==> config.mk <==
export PLATFORM = sky130hd
export DESIGN_NAME = mse_accumulator
export DESIGN_NICKNAME = d
export VERILOG_FILES = /design/src/rtl/mse_pkg.sv /design/src/rtl/sq_err_pipe.sv /design/src/rtl/mse_accumulator.sv
export SDC_FILE = /design/constraint.sdc
export NUM_CORES = 1
export LEC_CHECK = 0
export ABC_AREA = 1
export BUFFER_PORTS_ARGS = -buffer_cell sky130_fd_sc_hd__buf_2
export CORE_UTILIZATION = 29
export CTS_CLUSTER_SIZE = 25
export DETAILED_ROUTE_END_ITERATION = 8
export SLEW_MARGIN = 5
export SYNTH_ARGS = -nofsm -noshare
export SYNTH_HDL_FRONTEND = slang
export SYNTH_SLANG_ARGS = --single-unit
==> constraint.sdc <==
create_clock -name clk -period 5.64 [get_ports clk]
set_input_delay 0 -clock clk [delete_from_list [all_inputs] [get_ports clk]]
set_output_delay 0 -clock clk [all_outputs]
set_load 0.01 [all_outputs]
==> src/rtl/mse_pkg.sv <==
// Shared types and default widths for the MSE accumulator and its
// subtract/square pipeline.
package mse_pkg;

  localparam int DEFAULT_DATA_WL = 16;
  localparam int DEFAULT_ACC_WL  = 64;

  typedef enum logic [2:0] {
    IDLE,
    SETTLE,
    ACCUM,
    DRAIN,
    DONE
  } state_t;

  function automatic int max_int(input int a, input int b);
    return (a > b) ? a : b;
  endfunction

endpackage

==> src/rtl/sq_err_pipe.sv <==
// Two-stage pipeline: registered difference of two signed samples, then its
// registered square, with a valid bit travelling alongside.
module sq_err_pipe
  import mse_pkg::*;
#(
  parameter int DATA_WL = DEFAULT_DATA_WL
) (
  input  logic                   clk,
  input  logic                   rst,
  input  logic                   in_valid,
  input  logic [DATA_WL-1:0]     data_in,
  input  logic [DATA_WL-1:0]     data_ref,
  output logic [2*DATA_WL+1:0]   sq,
  output logic                   sq_valid
);

  localparam int DIFF_W = DATA_WL + 1;
  localparam int SQ_W   = 2 * DATA_WL + 2;

  logic [DIFF_W-1:0] diff;
  logic              diff_valid;
  logic [SQ_W-1:0]   diff_ext;
  logic [SQ_W-1:0]   prod;

  // One extra bit holds any difference of two DATA_WL-bit values exactly.
  assign diff_ext = {{(SQ_W - DIFF_W){diff[DIFF_W-1]}}, diff};
  assign prod     = diff_ext * diff_ext;

  always_ff @(posedge clk) begin
    if (rst) begin
      diff_valid <= 1'b0;
      sq_valid   <= 1'b0;
    end else begin
      diff_valid <= in_valid;
      sq_valid   <= diff_valid;
    end
  end

  always_ff @(posedge clk) begin
    if (in_valid) begin
      diff <= {data_in[DATA_WL-1], data_in} - {data_ref[DATA_WL-1], data_ref};
    end
    if (diff_valid) begin
      sq <= prod;
    end
  end

endmodule

==> src/rtl/mse_accumulator.sv <==
// Measures the mean squared error between two FIR outputs over a window of
// 2^LOG2_SAMPLES valid samples, after a fixed settling interval.
module mse_accumulator
  import mse_pkg::*;
#(
  parameter int DATA_WL       = DEFAULT_DATA_WL,
  parameter int ACC_WL        = DEFAULT_ACC_WL,
  parameter int LOG2_SAMPLES  = 10,
  parameter int SETTLE_CYCLES = 64
) (
  input  logic               clk,
  input  logic               rst,
  input  logic               start,
  input  logic               in_valid,
  input  logic [DATA_WL-1:0] data_in,
  input  logic [DATA_WL-1:0] data_ref,
  output logic [ACC_WL-1:0]  mse_data,
  output logic               mse_valid,
  output logic               busy
);

  localparam int SQ_W  = 2 * DATA_WL + 2;
  localparam int SUM_W = max_int(ACC_WL, SQ_W) + 1;

  localparam logic [7:0]              SETTLE_LAST = 8'(SETTLE_CYCLES - 1);
  localparam logic [7:0]              SETTLE_ONE  = 8'd1;
  localparam logic [LOG2_SAMPLES-1:0] SAMPLE_ONE  = LOG2_SAMPLES'(1);
  localparam logic [SUM_W-1:0]        ACC_MAX     = SUM_W'({ACC_WL{1'b1}});

  state_t                  state;
  logic [7:0]              settle_cnt;
  logic [LOG2_SAMPLES-1:0] sample_cnt;
  logic                    drain_cnt;
  logic [ACC_WL-1:0]       acc;
  logic [ACC_WL-1:0]       acc_next;
  logic [SUM_W-1:0]        sum_ext;
  logic [SQ_W-1:0]         sq;
  logic                    sq_valid;
  logic                    accept;

  // Only samples inside the accumulation window enter the pipeline.
  assign accept = (state == ACCUM) && in_valid;

  sq_err_pipe #(
    .DATA_WL (DATA_WL)
  ) u_sq_err_pipe (
    .clk      (clk),
    .rst      (rst),
    .in_valid (accept),
    .data_in  (data_in),
    .data_ref (data_ref),
    .sq       (sq),
    .sq_valid (sq_valid)
  );

  // The sum is formed one bit wider than either operand so saturation is exact.
  always_comb begin
    sum_ext = SUM_W'(acc) + SUM_W'(sq);
    if (sum_ext > ACC_MAX) begin
      acc_next = '1;
    end else begin
      acc_next = sum_ext[ACC_WL-1:0];
    end
  end

  always_ff @(posedge clk) begin
    if (rst) begin
      acc <= '0;
    end else if ((state == IDLE) && start) begin
      acc <= '0;
    end else if (sq_valid) begin
      acc <= acc_next;
    end
  end

  always_ff @(posedge clk) begin
    if (rst) begin
      state      <= IDLE;
      busy       <= 1'b0;
      mse_valid  <= 1'b0;
      mse_data   <= '0;
      settle_cnt <= '0;
      sample_cnt <= '0;
      drain_cnt  <= 1'b0;
    end else begin
      mse_valid <= 1'b0;
      case (state)
        IDLE: begin
          if (start) begin
            state      <= SETTLE;
            busy       <= 1'b1;
            settle_cnt <= '0;
            sample_cnt <= '0;
          end
        end
        SETTLE: begin
          if (settle_cnt == SETTLE_LAST) begin
            state <= ACCUM;
          end else begin
            settle_cnt <= settle_cnt + SETTLE_ONE;
          end
        end
        ACCUM: begin
          if (in_valid) begin
            sample_cnt <= sample_cnt + SAMPLE_ONE;
            if (&sample_cnt) begin
              state     <= DRAIN;
              drain_cnt <= 1'b0;
            end
          end
        end
        // Two cycles let the final sample clear both pipeline stages into acc.
        DRAIN: begin
          if (drain_cnt) begin
            state <= DONE;
          end else begin
            drain_cnt <= 1'b1;
          end
        end
        DONE: begin
          mse_data  <= acc >> LOG2_SAMPLES;
          mse_valid <= 1'b1;
          busy      <= 1'b0;
          state     <= IDLE;
        end
        default: begin
          state <= IDLE;
          busy  <= 1'b0;
        end
      endcase
    end
  end

endmodule

==> results of run 1 <==
[repair_timing]
item,in CTS,in global routing
pin swaps,25,36
resized for setup,88,108
setup buffers,14,12
setup endpoints to repair,19,21
endpoints found under the hold margin,14,0
hold buffers,10,0
[cell usage after synthesis (all sizes together)]
cell type	count	area, um2
inv	748	2808
nand2	697	2639
nor2	292	1216
fa	268	5365
o21ai	159	795.8
dfxtp	144	2883
ha	140	1752
a21oi	116	580.6
nand3	110	560.5
clkbuf	67	251.5
edfxtp	50	1501
xor2	46	402.9
xnor2	42	367.9
nor3	31	166.4
a31oi	25	156.4
nand4	25	156.4
buf	22	150.1
o21bai	10	75.07
or2	10	62.56
a21o	6	45.04
a21boi	4	30.03
a211oi	3	22.52
a31o	3	26.28
nand3b	3	22.52
a221oi	2	17.52
nor3b	2	20.02
nor4	2	12.51
o22ai	2	12.51
conb	1	3.750
o211a	1	10.01
o211ai	1	7.510
o21a	1	7.510
o31ai	1	7.510
[worst paths after layout]
kind	startpoint	endpoint	slack, ns
worst max-delay path	u_sq_err_pipe.diff[5]$_DFFE_PP_	u_sq_err_pipe.sq[30]$_DFFE_PP_	-0.04
worst min-delay path	data_ref[15]	u_sq_err_pipe.diff[15]$_DFFE_PP_	0.03
worst max register to register	u_sq_err_pipe.diff[5]$_DFFE_PP_	u_sq_err_pipe.sq[30]$_DFFE_PP_	-0.04
worst min register to register	busy$_SDFFE_PP0P_	busy$_SDFFE_PP0P_	0.48
[registers in the layout, summed over array words and instances, names as in the netlist]
register,count
acc,64
settle_cnt,8
u_sq_err_pipe.diff_valid,1
drain_cnt,1
state,3
u_sq_err_pipe.sq_valid,1
mse_valid,1
u_sq_err_pipe.diff,17
busy,1
mse_data,54
sample_cnt,10
u_sq_err_pipe.sq,33
[metrics by stage]
step,std cells,instance area [um2],setup TNS (ns)
after global placement,4189,24860,-2.449
after global routing,4257,26510,-2.615
after detailed placement,4189,24860,-2.543
after floorplan,3043,22260,0
after CTS,4245,26030,-0.2683
final,4257,26510,-0.04062
[layer usage]
layer | up-vias | GRT usage | wire [um]
met5 | - | 0 | 0
met4 | 0 | 0.05936 | 1799
met3 | 94 | 0.01603 | 1986
met2 | 356 | 0.2583 | 27130
met1 | 8843 | 0.2062 | 27670
li1 | 9594 | - | -
[layout make-up]
type                    instances  share of cell area
clock inverters                13            0.005285
clock buffers                  19             0.01713
repair buffers                302             0.08249
inverters                     748              0.1060
multi-input cells            2012              0.5779
well taps                     969             0.04573
flip-flops and latches        194              0.1654
[cells in the final DEF, fill, tap and decap left out, types with 8 or more instances in the layout]
| master | instances |
|---|---|
| ha_4 | 25 |
| fa_2 | 8 |
| xor2_1 | 45 |
| buf_2 | 91 |
| edfxtp_1 | 50 |
| nand4_1 | 25 |
| nand2_2 | 30 |
| nor3_1 | 26 |
| a31oi_1 | 24 |
| nor2_2 | 34 |
| dlygate4sd3_1 | 10 |
| xnor2_1 | 42 |
| inv_2 | 24 |
| a21oi_2 | 20 |
| fa_1 | 260 |
| dfxtp_1 | 143 |
| inv_1 | 723 |
| ha_1 | 114 |
| nand3_1 | 104 |
| buf_6 | 14 |
| clkbuf_16 | 18 |
| nor2_1 | 242 |
| nand2_1 | 661 |
| buf_4 | 181 |
| or2_2 | 9 |
| o21ai_1 | 17 |
| o21ai_0 | 135 |
| nor2_4 | 16 |
| a21oi_1 | 95 |
| conb_1 | 10 |
[critical path, cell delays in order (launching register included)]
cell	delay [ns]
edfxtp_1	0.41
buf_6	0.15
or2_2	0.30
fa_1	0.54
inv_1	0.05
fa_1	0.51
fa_1	0.53
fa_1	0.52
fa_1	0.57
inv_2	0.05
fa_1	0.52
inv_1	0.06
ha_4	0.30
nand2_2	0.10
o21ai_2	0.17
a31oi_2	0.07
buf_4	0.15
or2_2	0.26
nand3_1	0.09
xor2_1	0.06
[cells by family after synthesis]
kind of cell               after synthesis  share of synthesized area
adders and majority gates              408                     0.3215
buffers and inverters                  837                     0.1450
and+or+nand+nor                       1172                     0.2194
xor gates and xnor gates                88                    0.03482
other                                    1                  0.0001694
DFF                                    194                     0.1981
AOI/OAI and AO/OA                      334                    0.08106
==> run summary, run 1 <==
area of the multi-input gates - 15,320 um2
maxcap violations - 0
final worst-path setup slack - -0.03515 ns
status - finished, violations left
Netlist cell types - 45
Wirelength per Cell - 13.76 um
clock slew at reported path FFs - 0.09 ns
fraction of layout cells with a size suffix above 1 - 0.1615
hold-critical path depth - 4
critical path data required time - 5.88 ns
unrepaired setup endpoints after global routing - yes
vias in the first global route - 18,720
CORE AREA - 74,950 um2
crit end category - flop
clk_lat worst skew - 0.50 ns
DRT iter0 DRCs - 951
CTS tree - done
final count of hold timing violations - 0
crit path DAT - 5.91 ns
FILL cells - 7,843
DPL Wire Length - 48.82 mm
failing checks - negative setup slack
fin crit share - 1.006
# setup viols final - 4
drt first pass iters - 5
NumNets Final - 3,719
FP Rows - 100
Synth Cell Area - 22,130 um2
# port buffers - 91
Post-Route WL - 58.58 mm
part of the Yosys area used for sequential elements - 0.1981
Final Max Tran Viols - 0
Hold Path Class - in2reg
reg2reg path depth - 19
num ports - 102
Remaining Overflow, GRT - 0
Synthesis Warnings - 0
All-Layer GR Usage - 0.1551
initial antenna violation count - 0
worst-margin pin slew - 0.9183 ns
Peak Freq - 0.1762 GHz
vias per cell - 4.437
Die X - 278.3 um
Ant. Diodes - 0
critical path fanouts, max - 5
post-place setup slack - -0.3371 ns
TritonCTS buffer count - 17
Tmin final - 5.675 ns
post-route ant nets - 0
Initial Util - 0.2953
H-Tree Depth - 4
Root Driver - clkbuf_16
DIE HEIGHT - 278.3 um
Util after Layout - 0.3538
global-route wire length before repair - 95.14 mm
die area - 77,440 um2
Min Hold Slack - 0.03385 ns
Max-Slew Margin vs Limit - 0.3871
Post-Route Skew - 0.02368 ns
kind of critical path - reg2reg
Worst Setup Start Kind - flop
Mapped Cells - 3,034
#FFs+latches synth - 194
area delta synth->final - 19.78%
routability cong. - 0.9129
vias - 18,890
largest net degree at the start of global routing - 88
Register Area - 4385 um2
final routed DRC violation total - 0
CTS sink count - 194
Max Root-Sink Buffers - 2
syn_area_per_cell - 7.296 um2
Power of run 1 is left out: the tool's default activity adds up to more than one toggle a clock period on the data nets, which glitch-free logic cannot reach.
==> run 2, diff against run 1 <==
--- a/config.mk
+++ b/config.mk
@@ -7,9 +7,10 @@
 export LEC_CHECK = 0
 export ABC_AREA = 1
 export BUFFER_PORTS_ARGS = -buffer_cell sky130_fd_sc_hd__buf_2
-export CORE_UTILIZATION = 29
+export CORE_UTILIZATION = 58
 export CTS_CLUSTER_SIZE = 25
 export DETAILED_ROUTE_END_ITERATION = 8
+export PLACE_DENSITY = 0.79
 export SLEW_MARGIN = 5
 export SYNTH_ARGS = -nofsm -noshare
 export SYNTH_HDL_FRONTEND = slang
==> run 2 against run 1 <==
The run still ends with negative setup slack left; die area is 50% lower; clock skew down 0.0096 ns; via count is 3.7% higher; sequential share of layout area grew 0.59 points; flip-flop and latch count unchanged; count of clock-buffer cells in the layout unchanged; non-clock buffer count fell by 34; wire length increased by 2.9%; critical path type unchanged.
==> run summary, run 2 (synthesized netlist as in run 1, its figures left out) <==
most frequent cells in the layout - inv_1 (731), nand2_1 (664), fa_1 (262), nor2_1 (244), buf_4 (161)
final routed DRC violation total - 0
post-route ant nets - 0
hold-critical path depth - 4
Min-Delay Endpoint - u_sq_err_pipe.diff[0]$_DFFE_PP_
RR Endpoint - u_sq_err_pipe.sq[31]$_DFFE_PP_
CTS tree - done
Post-Route Skew - 0.01408 ns
DRT iter0 DRCs - 1,323
worst-margin pin slew - 1.140 ns
fraction of layout cells with a size suffix above 1 - 0.1488
Initial Util - 0.5891
Peak Freq - 0.1740 GHz
Bufs and invs on worst path - 7
Crit path largest cell delay - 0.54 ns
flop2flop setup slack - -0.11 ns
Wirelength per Cell - 16.02 um
vias - 19,590
largest register by flop count - acc
largest net degree at the start of global routing - 89
CORE AREA - 37,580 um2
fin crit share - 1.019
commonest non-fill, non-tap cell in the layout - inv_1
kind of critical path - reg2reg
Root Driver - clkbuf_16
post-place setup slack - -0.2879 ns
crit end category - flop
drt first pass iters - 6
min-delay src - data_in[0]
critical path data required time - 5.86 ns
# setup viols final - 8
Max-Slew Margin vs Limit - 0.2398
maxcap violations - 0
failing checks - negative setup slack
Post-Route WL - 60.29 mm
DIE HEIGHT - 197.4 um
global-route wire length before repair - 97.01 mm
area delta synth->final - 15.67%
Final Max Tran Viols - 0
Remaining Overflow, GRT - 0
status - finished, violations left
CP cell instances - buf_6 > nand2_1 > inv_1 > fa_1 > inv_1 > fa_1 > fa_1 > inv_1 > fa_1 > fa_1 > inv_1 > fa_1 > inv_1 > ha_4 > nand2_1 > inv_1 > nand2_2 > nor2_2 > nand4_1 > nand3_4 > nand3_1 > nand2_1 > xor2_1
unrepaired setup endpoints after global routing - yes
num ports - 102
Tmin final - 5.749 ns
Hold Path Class - in2reg
RR Startpoint - u_sq_err_pipe.diff[5]$_DFFE_PP_
Max Root-Sink Buffers - 2
# port buffers - 91
FP Rows - 71
reg2reg path depth - 23
initial antenna violation count - 0
DPL Wire Length - 48.96 mm
TritonCTS buffer count - 17
crit path DAT - 5.97 ns
die area - 38,950 um2
final count of hold timing violations - 0
max FFs per register - 64
NumNets Final - 3,685
clock slew at reported path FFs - 0.08 ns
routability cong. - 0.9952
Worst Setup Start Kind - flop
critical path fanouts, max - 6
final worst-path setup slack - -0.1087 ns
vias in the first global route - 20,120
CTS sink count - 194
clk_lat worst skew - 0.47 ns
Ant. Diodes - 0
slowest cell on the critical path - edfxtp_1
H-Tree Depth - 4
Largest regs - acc (64), mse_data (54), u_sq_err_pipe.sq (33)
CP delay by family, top - adder cells
All-Layer GR Usage - 0.3185
vias per cell - 5.204
Die X - 197.4 um
==> run 2: changes by cell type in the layout (fill, tap and decap cells not counted), sizes merged <==
cell         before  now
clkinvlp          1    0
buf             292  265
dlygate4sd3      10    3
==> run 2: timing repair <==
action                                  CTS  global route
gates resized for setup                  62           112
hold buffers                              3             0
endpoints found under the setup margin   17            22
endpoints found under the hold margin     8             0
pin swaps                                18            33
setup buffers                            12             9
==> run 2: worst max-delay path by stage <==
stage,from,endpoint,slack [ns],cells past startpoint
floorplan,u_sq_err_pipe.diff[11]$_DFFE_PP_,u_sq_err_pipe.sq[32]$_DFFE_PP_,0.002,23
global placement,u_sq_err_pipe.diff[16]$_DFFE_PP_,u_sq_err_pipe.sq[30]$_DFFE_PP_,-0.26,17
detailed placement,u_sq_err_pipe.diff[16]$_DFFE_PP_,u_sq_err_pipe.sq[30]$_DFFE_PP_,-0.29,17
CTS,u_sq_err_pipe.diff[16]$_DFFE_PP_,u_sq_err_pipe.sq[30]$_DFFE_PP_,-0.05,20
global route,u_sq_err_pipe.diff[12]$_DFFE_PP_,u_sq_err_pipe.sq[33]$_DFFE_PP_,-0.31,23
finish,u_sq_err_pipe.diff[5]$_DFFE_PP_,u_sq_err_pipe.sq[31]$_DFFE_PP_,-0.11,23
==> run 2: through the flow <==
step,util,hold slack (ns),instance area [um2],setup TNS [ns],cells
after floorplan,-,0.1956,22260,0,3043
after global placement,0.6415,0.2921,24110,-1.430,3709
after detailed placement,0.6415,0.2977,24110,-2.368,3709
after CTS,0.6684,0.001507,25120,-0.1616,3755
after global routing,0.6814,0.02757,25600,-3.246,3764
final,0.6814,0.001096,25600,-0.4750,3764
==> run 2: layout make-up <==
cell class,count,area [um2]
multi-input combinational,2012,15320
clock inverter,12,116.4
clock buffer,19,454.2
sequential,194,4385
fill,3157,11970
tap,511,639.4
inverter,748,2808
timing repair buffer,268,1884
==> run 2: layer usage <==
metal | vias up | track usage | routed length [um]
li1 | 9530 | - | -
met3 | 172 | 0.03944 | 3089
met1 | 9257 | 0.3834 | 24470
met2 | 629 | 0.5621 | 29700
met4 | 0 | 0.1559 | 3033
met5 | - | 0 | 0
==> run 2: tightest hold or removal path, stage by stage <==
cell and delay [ns]:
buf_2 0.09, inv_1 0.05, ha_1 0.12, inv_1 0.05
Power of run 2 is left out for the same reason.
